--- src/rtl/mips_div_clz.sv ---
// mips_div_clz
//   Iterative radix-2 restoring divider for MIPS DIV/DIVU. A count-leading-zeros
//   of |dividend| normalises the dividend so only DATA_WIDTH-lz iterations run;
//   the skipped iterations could only ever produce zero quotient bits.
//
// Ports
//   clk_i, rst_i            clock, synchronous active-high reset
//   start_i                 new request, accepted only when the unit is idle
//   signed_i                1 = DIV (two's complement), 0 = DIVU
//   annul_i                 flush: abort the in-flight op, no done_o
//   dividend_i, divisor_i   operands, captured with start_i
//   busy_o                  op in flight (PREP/ITER/FIX)
//   done_o                  one-cycle pulse, quot_o/rem_o/dbz_o valid
//   dbz_o                   divide-by-zero flag for this result
//   quot_o, rem_o           quotient (LO) / remainder (HI), held until next done_o
//   state_o                 FSM state for observation (0 IDLE,1 PREP,2 ITER,3 FIX)
//
// Handshake: start_i is a request that is taken only in a cycle where busy_o=0
// and annul_i=0; there is no queuing. done_o pulses exactly once per completed
// (not annulled) operation, in the cycle after FIX, with busy_o already low.
module mips_div_clz #(
  parameter int DATA_WIDTH      = 32,
  parameter int DATA_WIDTH_LOG2 = 5
) (
  input  logic                  clk_i,
  input  logic                  rst_i,
  input  logic                  start_i,
  input  logic                  signed_i,
  input  logic                  annul_i,
  input  logic [DATA_WIDTH-1:0] dividend_i,
  input  logic [DATA_WIDTH-1:0] divisor_i,
  output logic                  busy_o,
  output logic                  done_o,
  output logic                  dbz_o,
  output logic [DATA_WIDTH-1:0] quot_o,
  output logic [DATA_WIDTH-1:0] rem_o,
  output logic [1:0]            state_o
);

  localparam int W  = DATA_WIDTH;
  localparam int CW = DATA_WIDTH_LOG2 + 1;

  typedef enum logic [1:0] {
    IDLE = 2'd0,
    PREP = 2'd1,
    ITER = 2'd2,
    FIX  = 2'd3
  } state_t;

  state_t state, state_nx;

  logic [W-1:0]  a_q, b_q;       // operands as captured
  logic          sgn_q;
  logic [W-1:0]  a_sh;           // normalised |a|, consumed MSB first
  logic [W-1:0]  mag_b_q;
  logic [W-1:0]  part_rem;
  logic [W-1:0]  quot_w;
  logic [CW-1:0] cnt;
  logic          dbz_w;

  logic [W-1:0]  mag_a, mag_b;
  logic [CW-1:0] lz;
  logic [W:0]    trial;
  logic          ge;
  logic [W-1:0]  diff;
  logic          neg_q, neg_r;

  assign mag_a = (sgn_q && a_q[W-1]) ? -a_q : a_q;
  assign mag_b = (sgn_q && b_q[W-1]) ? -b_q : b_q;

  // Leading-zero count of |a|; ascending scan so the highest set bit wins.
  always_comb begin
    lz = CW'(W);
    for (int i = 0; i < W; i++) begin
      if (mag_a[i]) lz = CW'(W - 1 - i);
    end
  end

  // Full-width compare on W+1 bits; the subtraction only needs W bits because
  // the result is always below |b|.
  assign trial = {part_rem, a_sh[W-1]};
  assign ge    = (trial >= {1'b0, mag_b_q});
  assign diff  = trial[W-1:0] - mag_b_q;

  assign neg_q = sgn_q & (a_q[W-1] ^ b_q[W-1]);
  assign neg_r = sgn_q & a_q[W-1];

  assign busy_o  = (state != IDLE);
  assign state_o = state;

  always_comb begin
    state_nx = state;
    unique case (state)
      IDLE: if (start_i && !annul_i) state_nx = PREP;
      PREP: if (b_q == '0 || lz == CW'(W)) state_nx = FIX;
            else                           state_nx = ITER;
      ITER: if (cnt == CW'(1)) state_nx = FIX;
      FIX:  state_nx = IDLE;
      default: state_nx = IDLE;
    endcase
    if (annul_i && state != IDLE) state_nx = IDLE;
  end

  always_ff @(posedge clk_i) begin
    if (rst_i) state <= IDLE;
    else       state <= state_nx;
  end

  always_ff @(posedge clk_i) begin
    if (rst_i) begin
      a_q      <= '0;
      b_q      <= '0;
      sgn_q    <= 1'b0;
      a_sh     <= '0;
      mag_b_q  <= '0;
      part_rem <= '0;
      quot_w   <= '0;
      cnt      <= '0;
      dbz_w    <= 1'b0;
      done_o   <= 1'b0;
      dbz_o    <= 1'b0;
      quot_o   <= '0;
      rem_o    <= '0;
    end else begin
      done_o <= (state == FIX) && !annul_i;
      unique case (state)
        IDLE: begin
          if (start_i && !annul_i) begin
            a_q   <= dividend_i;
            b_q   <= divisor_i;
            sgn_q <= signed_i;
          end
        end
        PREP: begin
          mag_b_q <= mag_b;
          dbz_w   <= 1'b0;
          if (b_q == '0) begin
            // Divide by zero: raw dividend goes to HI, no sign fix-up.
            dbz_w    <= 1'b1;
            quot_w   <= '1;
            part_rem <= a_q;
          end else if (lz == CW'(W)) begin
            quot_w   <= '0;
            part_rem <= '0;
          end else begin
            a_sh     <= mag_a << lz;
            part_rem <= '0;
            quot_w   <= '0;
            cnt      <= CW'(W) - lz;
          end
        end
        ITER: begin
          part_rem <= ge ? diff : trial[W-1:0];
          quot_w   <= {quot_w[W-2:0], ge};
          a_sh     <= a_sh << 1;
          cnt      <= cnt - CW'(1);
        end
        FIX: begin
          if (!annul_i) begin
            dbz_o  <= dbz_w;
            quot_o <= (!dbz_w && neg_q) ? -quot_w   : quot_w;
            rem_o  <= (!dbz_w && neg_r) ? -part_rem : part_rem;
          end
        end
        default: ;
      endcase
    end
  end

endmodule

--- config.mk ---
export PLATFORM = sky130hd
export DESIGN_NAME = mips_div_clz
export DESIGN_NICKNAME = d
export VERILOG_FILES = /design/src/rtl/mips_div_clz.sv
export SDC_FILE = /design/constraint.sdc
export NUM_CORES = 1
export LEC_CHECK = 0
export CORE_UTILIZATION = 50
export DETAILED_ROUTE_END_ITERATION = 6
export GPL_ROUTABILITY_DRIVEN = 0
export PLACE_DENSITY_LB_ADDON = 0.12
export SYNTH_ARGS = -nofsm -noshare
export SYNTH_HDL_FRONTEND = slang
export SYNTH_SLANG_ARGS = --single-unit
--- constraint.sdc ---
create_clock -name clk_i -period 10.25 [get_ports clk_i]
set_clock_uncertainty 0.15 [all_clocks]
set_input_delay 1.025 -clock clk_i [delete_from_list [all_inputs] [get_ports clk_i]]
set_output_delay 1.025 -clock clk_i [all_outputs]
set_load 0.02 [all_outputs]
==> key figures, run 1 <==
Outcome
  – Status: completed

Detailed routing
  – Via total after detailed routing: 17,700
  – Initial DRC Count: 1,739
  – Routed wire length per instance: 19.0 um
  – Remaining design rule violation count: 0
  – Overall routed net length: 54,400 um
  – Via-per-instance ratio: about 6.2
  – Post-route antenna net violation count: 0
  – First drt pass iteration count: 6

Logic synthesis
  – Synthesized netlist cell count: ~2,400
  – Post-synthesis net count: 2,501
  – Number of enable flip-flop cells after synthesis: 0
  – Ys async rst share: 0%
  – Cell type with the largest total area after synthesis: sky130_fd_sc_hd__dfxtp_1
  – Portion of synthesized cell area occupied by the leading cell type: just under 30%
  – Sequential area share after synthesis: 29.6%
  – Avg Inst Size Synth: 7.59 um^2
  – Post-synthesis cell type count: 96
  – Synthesized area: 18,100 um^2
  – Cells taking the most area after synthesis: sky130_fd_sc_hd__dfxtp_1 30%, sky130_fd_sc_hd__a21oi_1 6.5%, sky130_fd_sc_hd__nand2_1 5.6%
  – Yosys synthesis warning count: 0
  – Synthesized flop and latch total: around 270
  – Synth top cells by count: 268 x sky130_fd_sc_hd__dfxtp_1, 268 x sky130_fd_sc_hd__nand2_1, 261 x sky130_fd_sc_hd__nor2_1
  – Synth Flop Type: sky130_fd_sc_hd__dfxtp_1

Pwr
  – Register share of total power: 24.2%
  – Power consumption: roughly 6.8 mW
  – Cell Int Power: 3.56 mW
  – Switching part of the total: between 40% and 50%
  – Peak ir drop on the vdd network: 0.000196 V
  – Static leakage: 7.24 nW
  – Share of power burned in combinational logic: 57.8%
  – Switching power of the nets: 3.24 mW
  – Power density over cell area: ~330 nW/um^2
  – Clock share of power: 18.0%

Flow run
  – Max cap viols: 0

Min path
  – Path class of the lowest-slack min-delay path: register to register

Timing
  – Worst slew pin tran: approximately 1.2 ns
  – Fin crit share: between 60 and 70%
  – Min Clock Period, post-route: around 6.7 ns
  – Final worst slack: 3.55 ns
  – Final setup vio count: 0
  – Worst slew margin: 19.4%
  – Setup TNS: 0 ns
  – Final count of pins violating max slew: 0
  – Achievable clock frequency: 0.149 GHz
  – Final Hold Vio Count: 0
  – Setup repair after global routing missed its margin: false

Floorplan
  – Die area: roughly 37,000 um^2
  – Number of placement rows: 69
  – Placeable core area: around 36,000 um^2
  – Number of ports placed on the die boundary: 138
  – Chip Width: approximately 190 um
  – Initial Utilization: 50.9%
  – Vertical extent of the die: 192 um

CTS
  – Total of hold buffers inserted after clock tree synthesis: 0
  – Level count of the clock H-tree: 1
  – Number of gates resized after CTS: 0
  – Buffers inserted by post-CTS timing repair: 0
  – Number of clock buffers inserted by TritonCTS: 31
  – Clock Path Buffers: 3
  – Root buffer cell: sky130_fd_sc_hd__clkbuf_16
  – Reg clk slew, reported paths: approximately 0.070 ns
  – Clock tree from TritonCTS: built
  – Clock latency reported for the late side of the worst-skew pair: roughly 0.6 ns
  – Sink Count: 268

Place
  – Count of placed standard cells including taps: 2,811
  – Number of buffers added on ports: 137
  – Detailed placer's ending HPWL: 39,000 um
  – Setup Slack @ Placement: 3.78 ns

Global route
  – Grt total ovfl: 0
  – First-pass GRT wire length: 85,700 um
  – Initial antenna violation count: 1
  – Total track usage: 28.8%
  – Pin count of the biggest net entering global routing: about 130
  – Via count of the first global-routing pass: 15,700

Worst setup path
  – Most frequent CP cell: sky130_fd_sc_hd__inv_1
  – Largest stage delay on the critical path: 0.90 ns
  – Critical path type: register to register
  – Slowest stage cell, crit path: sky130_fd_sc_hd__a21boi_4
  – Sort of element at the start of the critical path: register
  – Critical-path maximum fanout: 44
  – Req. time, crit path: 10.54 ns
  – Crit path capture type: register
  – Chain of cells forming the critical path: inv_1 -> ha_1 -> nor3b_1 -> or3_1 -> and2_1 -> a32o_1 -> a211oi_1 -> o22ai_2 -> a21boi_4 -> inv_1 -> ha_1 -> inv_1 -> nor4_2 -> nor2_2 -> mux2_4 -> nand2_1 -> a2111oi_0 -> nor4_1
  – Arr. time, crit path: around 7 ns

Layout
  – Area growth, synth to finish: 13.4%
  – Proportion of layout cells with a drive suffix above 1: 5.77%
  – Number of nets at the end of the flow: 2,497
  – Diodes inserted: 0
  – Post-route insts no fill: 2,869
[cell families after synthesis]
kind of cell	synth area share [%]
adders and majority gates	3.15
DFF	29.6
and+or+nand+nor	22.9
muxes	5.21
AOI/OAI and AO/OA	26.5
xor gates and xnor gates	6.18
buffers and inverters	6.45
[per-stage QoR]
step	hold slack (ns)	utilization, %	area (um^2)
after floorplan	0.282	-	18100
after global placement	0.294	54.6	19400
after detailed placement	0.296	54.6	19400
after CTS	0.304	57.8	20500
after global routing	0.323	57.8	20500
final	0.302	57.8	20500
[routing by layer]
layer | GRT usage [%] | part of all wire (%)
met5 | 0 | 0
met4 | 8.30 | 2.4
met3 | 4.35 | 8.6
met2 | 42.9 | 42
met1 | 42.6 | 47
[layout by cell type, fill, tap and decap left out, types with 19 or more instances in the layout]
| cell | n |
|---|---|
| sky130_fd_sc_hd__nor2_1 | 259 |
| sky130_fd_sc_hd__ha_1 | 41 |
| sky130_fd_sc_hd__nor4_1 | 21 |
| sky130_fd_sc_hd__or3_1 | 39 |
| sky130_fd_sc_hd__nand2_1 | 268 |
| sky130_fd_sc_hd__and3_1 | 19 |
| sky130_fd_sc_hd__a311oi_1 | 36 |
| sky130_fd_sc_hd__inv_1 | 82 |
| sky130_fd_sc_hd__o21ai_0 | 74 |
| sky130_fd_sc_hd__a41oi_1 | 24 |
| sky130_fd_sc_hd__xor2_1 | 50 |
| sky130_fd_sc_hd__a21o_1 | 26 |
| sky130_fd_sc_hd__nand3_1 | 72 |
| sky130_fd_sc_hd__a21oi_1 | 235 |
| sky130_fd_sc_hd__dfxtp_1 | 268 |
| sky130_fd_sc_hd__clkbuf_16 | 31 |
| sky130_fd_sc_hd__nand4_1 | 20 |
| sky130_fd_sc_hd__mux2i_1 | 77 |
| sky130_fd_sc_hd__nand2b_1 | 23 |
| sky130_fd_sc_hd__o21bai_1 | 28 |
| sky130_fd_sc_hd__xnor2_1 | 76 |
| sky130_fd_sc_hd__nor3_1 | 55 |
| sky130_fd_sc_hd__clkdlybuf4s50_1 | 136 |
| sky130_fd_sc_hd__a211oi_1 | 123 |
| sky130_fd_sc_hd__a31oi_1 | 25 |
[power groups by stage]
stage / Sequential (mW) / Combinational [mW] / Clock [mW]
2_1_floorplan: 1.52 / 3.12 / 0
5_1_grt: 1.68 / 4.32 / 1.29
4_1_cts: 1.63 / 3.85 / 1.24
3_3_place_gp: 1.64 / 3.78 / 0
6_report: 1.65 / 3.92 / 1.22
3_5_place_dp: 1.66 / 3.83 / 0
[critical path: cells and delay by family (launching register included)]
family / cells / cell delay, ns
buf+inv: 3 / 0.92
mux: 1 / 0.49
flops: 1 / 0.74
fa+ha+maj: 2 / 0.77
compound gates: 5 / 2.16
simple gates: 7 / 1.27
[final cells by class]
| class | instances | area [um^2] |
|---|---|---|
| multi-input combinational | 1847 | 11700 |
| tap | 461 | 577 |
| sequential | 268 | 5370 |
| fill | 3397 | 15000 |
| inverter | 82 | 308 |
| clock buffer | 42 | 887 |
| clock inverter | 16 | 249 |
| timing repair buffer | 153 | 1500 |
[sequential cells by signal, summed over array words and instances, names as in the netlist, 2 cells and up]
name / flops
a_q: 32
mag_b_q: 32
rem_o: 32
a_sh: 32
b_q: 32
cnt: 6
quot_o: 32
part_rem: 32
quot_w: 32
state_o: 2
[final timing paths]
| path | startpoint | to | slack [ns] | cells past startpoint |
|---|---|---|---|---|
| setup / recovery | a_q[0]$_SDFFE_PP0P_ | a_sh[21]$_SDFFE_PP0P_ | 3.55 | 18 |
| hold reg to reg | quot_o[0]$_SDFFE_PP0P_ | quot_o[0]$_SDFFE_PP0P_ | 0.30 | 2 |
| setup reg to reg | a_q[0]$_SDFFE_PP0P_ | a_sh[21]$_SDFFE_PP0P_ | 3.55 | 18 |
| hold / removal | quot_o[0]$_SDFFE_PP0P_ | quot_o[0]$_SDFFE_PP0P_ | 0.30 | 2 |
Power figures use the tool's default switching activity.
==> run 2: changes to the inputs <==
==> constraint.sdc (replaced) <==
create_clock -name clk_i -period 5.7 [get_ports clk_i]
set_clock_uncertainty 0.15 [all_clocks]
set_input_delay 0.57 -clock clk_i [delete_from_list [all_inputs] [get_ports clk_i]]
set_output_delay 0.57 -clock clk_i [all_outputs]
set_load 0.02 [all_outputs]
==> key figures, run 2 (same netlist as run 1, synthesis figures left out) <==
Outcome
  – Status: completed

Worst setup path
  – Register-to-Register Path Depth: 14 (-4)
  – Startpoint of the worst setup timing path: a_q[19]$_SDFFE_PP0P_
  – Family of cells with the greatest summed delay on the critical path: compound AO/OA/AOI/OAI gates
  – Destination of the worst register-to-register timing path: a_sh[29]$_SDFFE_PP0P_
  – Req. time, crit path: 5.98 ns (-4.56 ns)
  – Most frequent CP cell: sky130_fd_sc_hd__mux2i_1
  – Largest stage delay on the critical path: 0.77 ns (-0.13 ns)
  – Critical path type: register to register
  – Register-to-register setup slack: 0.53 ns (-3.02 ns)
  – Capture point of the worst path: a_sh[29]$_SDFFE_PP0P_
  – Startpoint of the most critical register-to-register path: a_q[19]$_SDFFE_PP0P_
  – Critical-path maximum fanout: 36 (-18%)
  – Number of stages on the worst setup path: 14 (-4)
  – Count of buffering cells on the critical path with inverters included: 1 (-2)
  – Crit path capture type: register
  – Arr. time, crit path: 5.45 ns (-1.54 ns)
  – Slowest stage cell, crit path: sky130_fd_sc_hd__nor4_1
  – Chain of cells forming the critical path: nor4_1 -> nand2_1 -> nor4_2 -> mux2i_1 -> o2bb2ai_1 -> a21oi_2 -> a21boi_4 -> buf_4 -> mux2i_1 -> mux2i_1 -> a221oi_1 -> o22ai_1 -> a2111oi_0 -> nor3_1
  – Sort of element at the start of the critical path: register

Global route
  – First-pass GRT wire length: 86,900 um (+1.3%)
  – Grt total ovfl: 0 (unchanged)
  – Pin count of the biggest net entering global routing: 123 (-2.4%)
  – Total track usage: 29.1% (+0.27 points)
  – Initial antenna violation count: 0 (-1)
  – Via count of the first global-routing pass: 16,300 (+3.8%)

Detailed routing
  – Via total after detailed routing: 17,900 (+0.96%)
  – Detailed-routed wire length on met3: 4740 um (+0.94%)
  – Highest metal layer used by the detailed router: met4
  – Total length of routed met2 wires: 23,200 um (+0.80%)
  – Post-route antenna net violation count: 0 (unchanged)
  – Routed wire length per instance: 18.9 um (-0.46%)
  – Met1 wire length: 25,300 um (-0.27%)
  – Overall routed net length: 54,500 um (+0.20%)
  – Initial DRC Count: 1,547 (-11%)
  – Via-per-instance ratio: 6.20 (+0.30%)
  – Remaining design rule violation count: 0 (unchanged)
  – First drt pass iteration count: 6 (unchanged)

Timing
  – Setup repair after global routing missed its margin: false
  – Final count of pins violating max slew: 0 (unchanged)
  – Worst slew pin tran: 1.09 ns (-0.118 ns)
  – Min Clock Period, post-route: 5.17 ns (-1.53 ns)
  – Achievable clock frequency: 0.193 GHz (+30%)
  – Final setup vio count: 0 (unchanged)
  – Final Hold Vio Count: 0 (unchanged)
  – Fin crit share: 90.7% (+25 points)
  – Setup TNS: 0 ns (unchanged)
  – Worst slew margin: 27.3% (+7.9 points)

CTS
  – Clock tree from TritonCTS: built
  – Level count of the clock H-tree: 1 (unchanged)
  – Buffers inserted by post-CTS timing repair: 0 (unchanged)
  – Number of clock buffers inserted by TritonCTS: 30 (-3.2%)
  – Reg clk slew, reported paths: 0.06 ns (about the same)
  – Sink Count: 268 (unchanged)
  – Clock latency reported for the late side of the worst-skew pair: 0.60 ns (about the same)
  – Number of gates resized after CTS: 0 (unchanged)
  – Root buffer cell: sky130_fd_sc_hd__clkbuf_16
  – Total of hold buffers inserted after clock tree synthesis: 0 (unchanged)
  – Clock Path Buffers: 3 (unchanged)

Place
  – Number of buffers added on ports: 137 (unchanged)
  – Detailed placer's ending HPWL: 39,600 um (+1.7%)

Flow run
  – Max cap viols: 0 (unchanged)

Floorplan
  – Number of ports placed on the die boundary: 138 (unchanged)
  – Chip Width: 192 um (unchanged)
  – Vertical extent of the die: 192 um (unchanged)
  – Initial Utilization: 50.9% (unchanged)
  – Placeable core area: 35,600 um^2 (unchanged)
  – Number of placement rows: 69 (unchanged)
  – Die area: 37,000 um^2 (unchanged)

Pwr
  – Static leakage: 7.30 nW (+0.82%)
  – Peak ir drop on the vdd network: 0.000347 V (+77%)
  – Power density over cell area: 590 nW/um^2 (+78%)

Layout
  – Area growth, synth to finish: 13.8%
  – Area occupied by registers: 5370 um^2 (unchanged)
  – Proportion of layout cells with a drive suffix above 1: 6.55% (+0.78 points)
  – Most frequent cells in the layout: 268 x sky130_fd_sc_hd__nand2_1, 268 x sky130_fd_sc_hd__dfxtp_1, 259 x sky130_fd_sc_hd__nor2_1
  – Diodes inserted: 0 (unchanged)
  – Fill count: 3,365 (-0.94%)
  – End-of-flow core utilization: 58.0% (+0.20 points)
  – Area used by multi-input combinational logic: 11,700 um^2 (about the same)
  – Number of nets at the end of the flow: 2,517 (+0.80%)

Min path
  – Path class of the lowest-slack min-delay path: register to register
run 2: report_power, final:
part	internal, mW	switching, mW
logic	2.79	4.41
registers	2.32	0.609
clock network	1.19	0.833
run 2: routing by layer:
layer / GRT usage [%] / vias to the layer above
met5: 0 / -
met4: 7.81 / 0
met3: 5.29 / 98
met2: 44.4 / 746
met1: 41.8 / 8390
li1: - / 8686
run 2: how the worst min path moves through the flow:
stage                                       from                     end  slack, ns  cells after the start
after floorplan             a_sh[5]$_SDFFE_PP0P_    a_sh[5]$_SDFFE_PP0P_       0.28                      2
after global placement      a_sh[7]$_SDFFE_PP0P_    a_sh[7]$_SDFFE_PP0P_       0.29                      2
after detailed placement    a_sh[7]$_SDFFE_PP0P_    a_sh[7]$_SDFFE_PP0P_       0.30                      2
after CTS                   a_sh[7]$_SDFFE_PP0P_    a_sh[7]$_SDFFE_PP0P_       0.30                      2
after global routing      quot_o[0]$_SDFFE_PP0P_  quot_o[0]$_SDFFE_PP0P_       0.33                      2
final                         dbz_o$_SDFFE_PP0P_      dbz_o$_SDFFE_PP0P_       0.30                      2
run 2: final cells by class:
| cell class | count | area share [%] |
|---|---|---|
| clock buffers | 41 | 4.18 |
| inverters | 82 | 1.49 |
| repair buffers | 174 | 8.08 |
| well taps | 461 | 2.80 |
| clock inverters | 15 | 0.825 |
| multi-input cells | 1847 | 56.6 |
| flip-flops and latches | 268 | 26.0 |
run 2: worst register-to-register path: cells and delay by family (launching register included):
family | cells | cell delay (ns)
multiplexers | 3 | 0.68
AO/OA/AOI/OAI | 6 | 1.73
buffers and inverters | 1 | 0.42
AND/OR/NAND/NOR | 4 | 1.53
flip-flops | 1 | 0.51
run 2: metrics by stage:
step | setup WS [ns] | instance area [um^2] | hold WS [ns] | cells | power [mW]
finish | 0.527 | 20600 | 0.304 | 2888 | 12.2
global route | 0.227 | 20600 | 0.329 | 2888 | 13.0
CTS | 0.570 | 20600 | 0.304 | 2888 | 12.0
detailed placement | 0.615 | 19600 | 0.297 | 2832 | 9.97
global placement | 0.673 | 19600 | 0.291 | 2832 | 9.84
floorplan | 0.927 | 18100 | 0.282 | 2387 | 8.34
==> run 3: changes to the inputs <==
--- a/config.mk
+++ b/config.mk
@@ -7,8 +7,10 @@
 export LEC_CHECK = 0
 export CORE_UTILIZATION = 50
 export DETAILED_ROUTE_END_ITERATION = 6
+export DONT_BUFFER_PORTS = 1
 export GPL_ROUTABILITY_DRIVEN = 0
 export PLACE_DENSITY_LB_ADDON = 0.12
 export SYNTH_ARGS = -nofsm -noshare
 export SYNTH_HDL_FRONTEND = slang
 export SYNTH_SLANG_ARGS = --single-unit
+export TNS_END_PERCENT = 50
==> key figures, run 3 (same netlist as run 1, synthesis figures left out) <==
Layout
  – Area growth, synth to finish: 9.35%
  – Most frequent cells in the layout: 268 x sky130_fd_sc_hd__nand2_1, 268 x sky130_fd_sc_hd__dfxtp_1, 259 x sky130_fd_sc_hd__nor2_1
  – Final cell area excluding filler cells: 19,800 um^2 (-3.9%)
  – Proportion of layout cells with a drive suffix above 1: 6.54% (-0.016 points)
  – Diodes inserted: 0 (unchanged)
  – Number of nets at the end of the flow: 2,433 (-3.3%)

Global route
  – Initial antenna violation count: 0 (unchanged)
  – First-pass GRT wire length: 88,100 um (+1.5%)
  – Pin count of the biggest net entering global routing: 157 (+28%)
  – Via count of the first global-routing pass: 16,000 (-1.8%)
  – Total track usage: 29.6% (+0.51 points)
  – Grt total ovfl: 0 (unchanged)

Floorplan
  – Placeable core area: 35,600 um^2 (unchanged)
  – Chip Width: 192 um (unchanged)
  – Number of placement rows: 69 (unchanged)
  – Number of ports placed on the die boundary: 138 (unchanged)
  – Initial Utilization: 50.9% (unchanged)
  – Vertical extent of the die: 192 um (unchanged)
  – Die area: 37,000 um^2 (unchanged)

Timing
  – Setup TNS: 0 ns (unchanged)
  – Worst slew pin tran: 1.30 ns (+0.207 ns)
  – Worst slew margin: 13.2% (-14 points)
  – Smallest hold slack: 0.0206 ns (-0.284 ns)
  – Final Hold Vio Count: 0 (unchanged)
  – Achievable clock frequency: 0.196 GHz (+1.2%)
  – Min Clock Period, post-route: 5.11 ns (-0.0609 ns)
  – Final count of pins violating max slew: 0 (unchanged)
  – Fin crit share: 89.7% (-1.1 points)
  – Final setup vio count: 0 (unchanged)
  – Setup repair after global routing missed its margin: false

Worst setup path
  – Largest stage delay on the critical path: 0.67 ns (-0.10 ns)
  – Slowest stage cell, crit path: sky130_fd_sc_hd__or4_4
  – Chain of cells forming the critical path: or4_4 -> or4_4 -> o31ai_4 -> xor2_2 -> nand2_2 -> a21oi_2 -> a21boi_4 -> inv_1 -> ha_1 -> inv_1 -> nor4_2 -> nor2_2 -> mux2_4 -> nand2_1 -> a2111oi_0 -> nor4_1
  – Sort of element at the start of the critical path: register
  – Critical-path maximum fanout: 44 (+22%)
  – Arr. time, crit path: 5.39 ns (-0.06 ns)
  – Critical path type: register to register
  – Req. time, crit path: 5.98 ns (about the same)
  – Crit path capture type: register

Pwr
  – Static leakage: 7.01 nW (-4.0%)
  – Peak ir drop on the vdd network: 0.000308 V (-11%)
  – Power density over cell area: 610 nW/um^2 (+3.5%)

Detailed routing
  – Routed wire length per instance: 19.8 um (+5.1%)
  – First drt pass iteration count: 5 (-1)
  – Post-route antenna net violation count: 0 (unchanged)
  – Via total after detailed routing: 17,600 (-2.1%)
  – Initial DRC Count: 1,857 (+20%)
  – Remaining design rule violation count: 0 (unchanged)
  – Via-per-instance ratio: 6.26 (+0.95%)
  – Overall routed net length: 55,600 um (+2.0%)

CTS
  – Buffers inserted by post-CTS timing repair: 0 (unchanged)
  – Total of hold buffers inserted after clock tree synthesis: 56 (+56)
  – Level count of the clock H-tree: 1 (unchanged)
  – Number of clock buffers inserted by TritonCTS: 30 (unchanged)
  – Clock tree from TritonCTS: built
  – Clock Path Buffers: 3 (unchanged)
  – Number of gates resized after CTS: 0 (unchanged)
  – Reg clk slew, reported paths: 0.06 ns (about the same)
  – Sink Count: 268 (unchanged)
  – Root buffer cell: sky130_fd_sc_hd__clkbuf_16
  – Clock latency reported for the late side of the worst-skew pair: 0.58 ns (-0.02 ns)

Place
  – Detailed placer's ending HPWL: 39,000 um (-1.6%)
  – Cell area reported after detailed placement: 18,200 um^2 (-7.0%)
  – Number of buffers added on ports: 0 (-100%)

Flow run
  – Max cap viols: 0 (unchanged)

Min path
  – Path class of the lowest-slack min-delay path: input pin to register

Outcome
  – Status: completed
run 3: changes by cell type in the layout (fill, tap and decap cells not counted), sizes merged:
cell	change
inv	-1
clkdlybuf4s50	-136
clkinv	-3
buf	-1
dlygate4sd3	+54
clkinvlp	+2
bufinv	-1
run 3: critical path, delay by kind of cell (launching register included):
kind	cells	cell delay, ns
flip-flops	1	0.48
multiplexers	1	0.48
AO/OA/AOI/OAI	4	1.27
XOR/XNOR	1	0.25
buffers and inverters	2	0.18
AND/OR/NAND/NOR	7	1.92
adder cells (fa/ha/maj)	1	0.22
run 3: cell type report:
class	instances	area, um^2
Clock buffer	42	877
Multi-Input combinational cell	1847	11700
Sequential cell	268	5370
Timing Repair Buffer	90	888
Clock inverter	12	128
Inverter	82	308
Tap cell	461	577
Fill cell	3353	15800
run 3: metal layers:
layer,vias to the layer above,share of wire (%),global-route usage (%),wire length [um]
met2,722,42,44.8,23600
met1,8225,47,43.7,26000
li1,8527,-,-,-
met5,-,0,0,0
met4,0,1.9,5.84,1080
met3,78,8.8,5.15,4890
run 3: power breakdown:
| group | leakage (nW) | total, mW | internal [mW] | switching, mW |
|---|---|---|---|---|
| clock | 0.484 | 1.97 | 1.16 | 0.812 |
| combinational | 4.35 | 7.14 | 2.76 | 4.37 |
| sequential | 2.18 | 2.98 | 2.32 | 0.661 |
| total | 7.01 | 12.1 | 6.24 | 5.85 |
run 3: through the flow:
step	utilization (%)	instances	setup WS [ns]	total power, mW
6_report	55.7	2802	0.588	12.1
5_1_grt	55.7	2802	0.129	13.0
4_1_cts	55.7	2802	0.653	12.0
3_5_place_dp	51.2	2692	0.682	9.92
3_3_place_gp	51.2	2692	0.861	9.79
2_1_floorplan	-	2387	0.927	8.34
run 3: final timing paths:
check / to / slack (ns) / cells past startpoint / start
min reg2reg: a_sh[5]$_SDFFE_PP0P_ / 0.30 / 2 / a_sh[5]$_SDFFE_PP0P_
max reg2reg: a_sh[21]$_SDFFE_PP0P_ / 0.59 / 16 / a_q[17]$_SDFFE_PP0P_
min: a_q[27]$_SDFFE_PP0P_ / 0.02 / 2 / dividend_i[27]
max: a_sh[21]$_SDFFE_PP0P_ / 0.59 / 16 / a_q[17]$_SDFFE_PP0P_
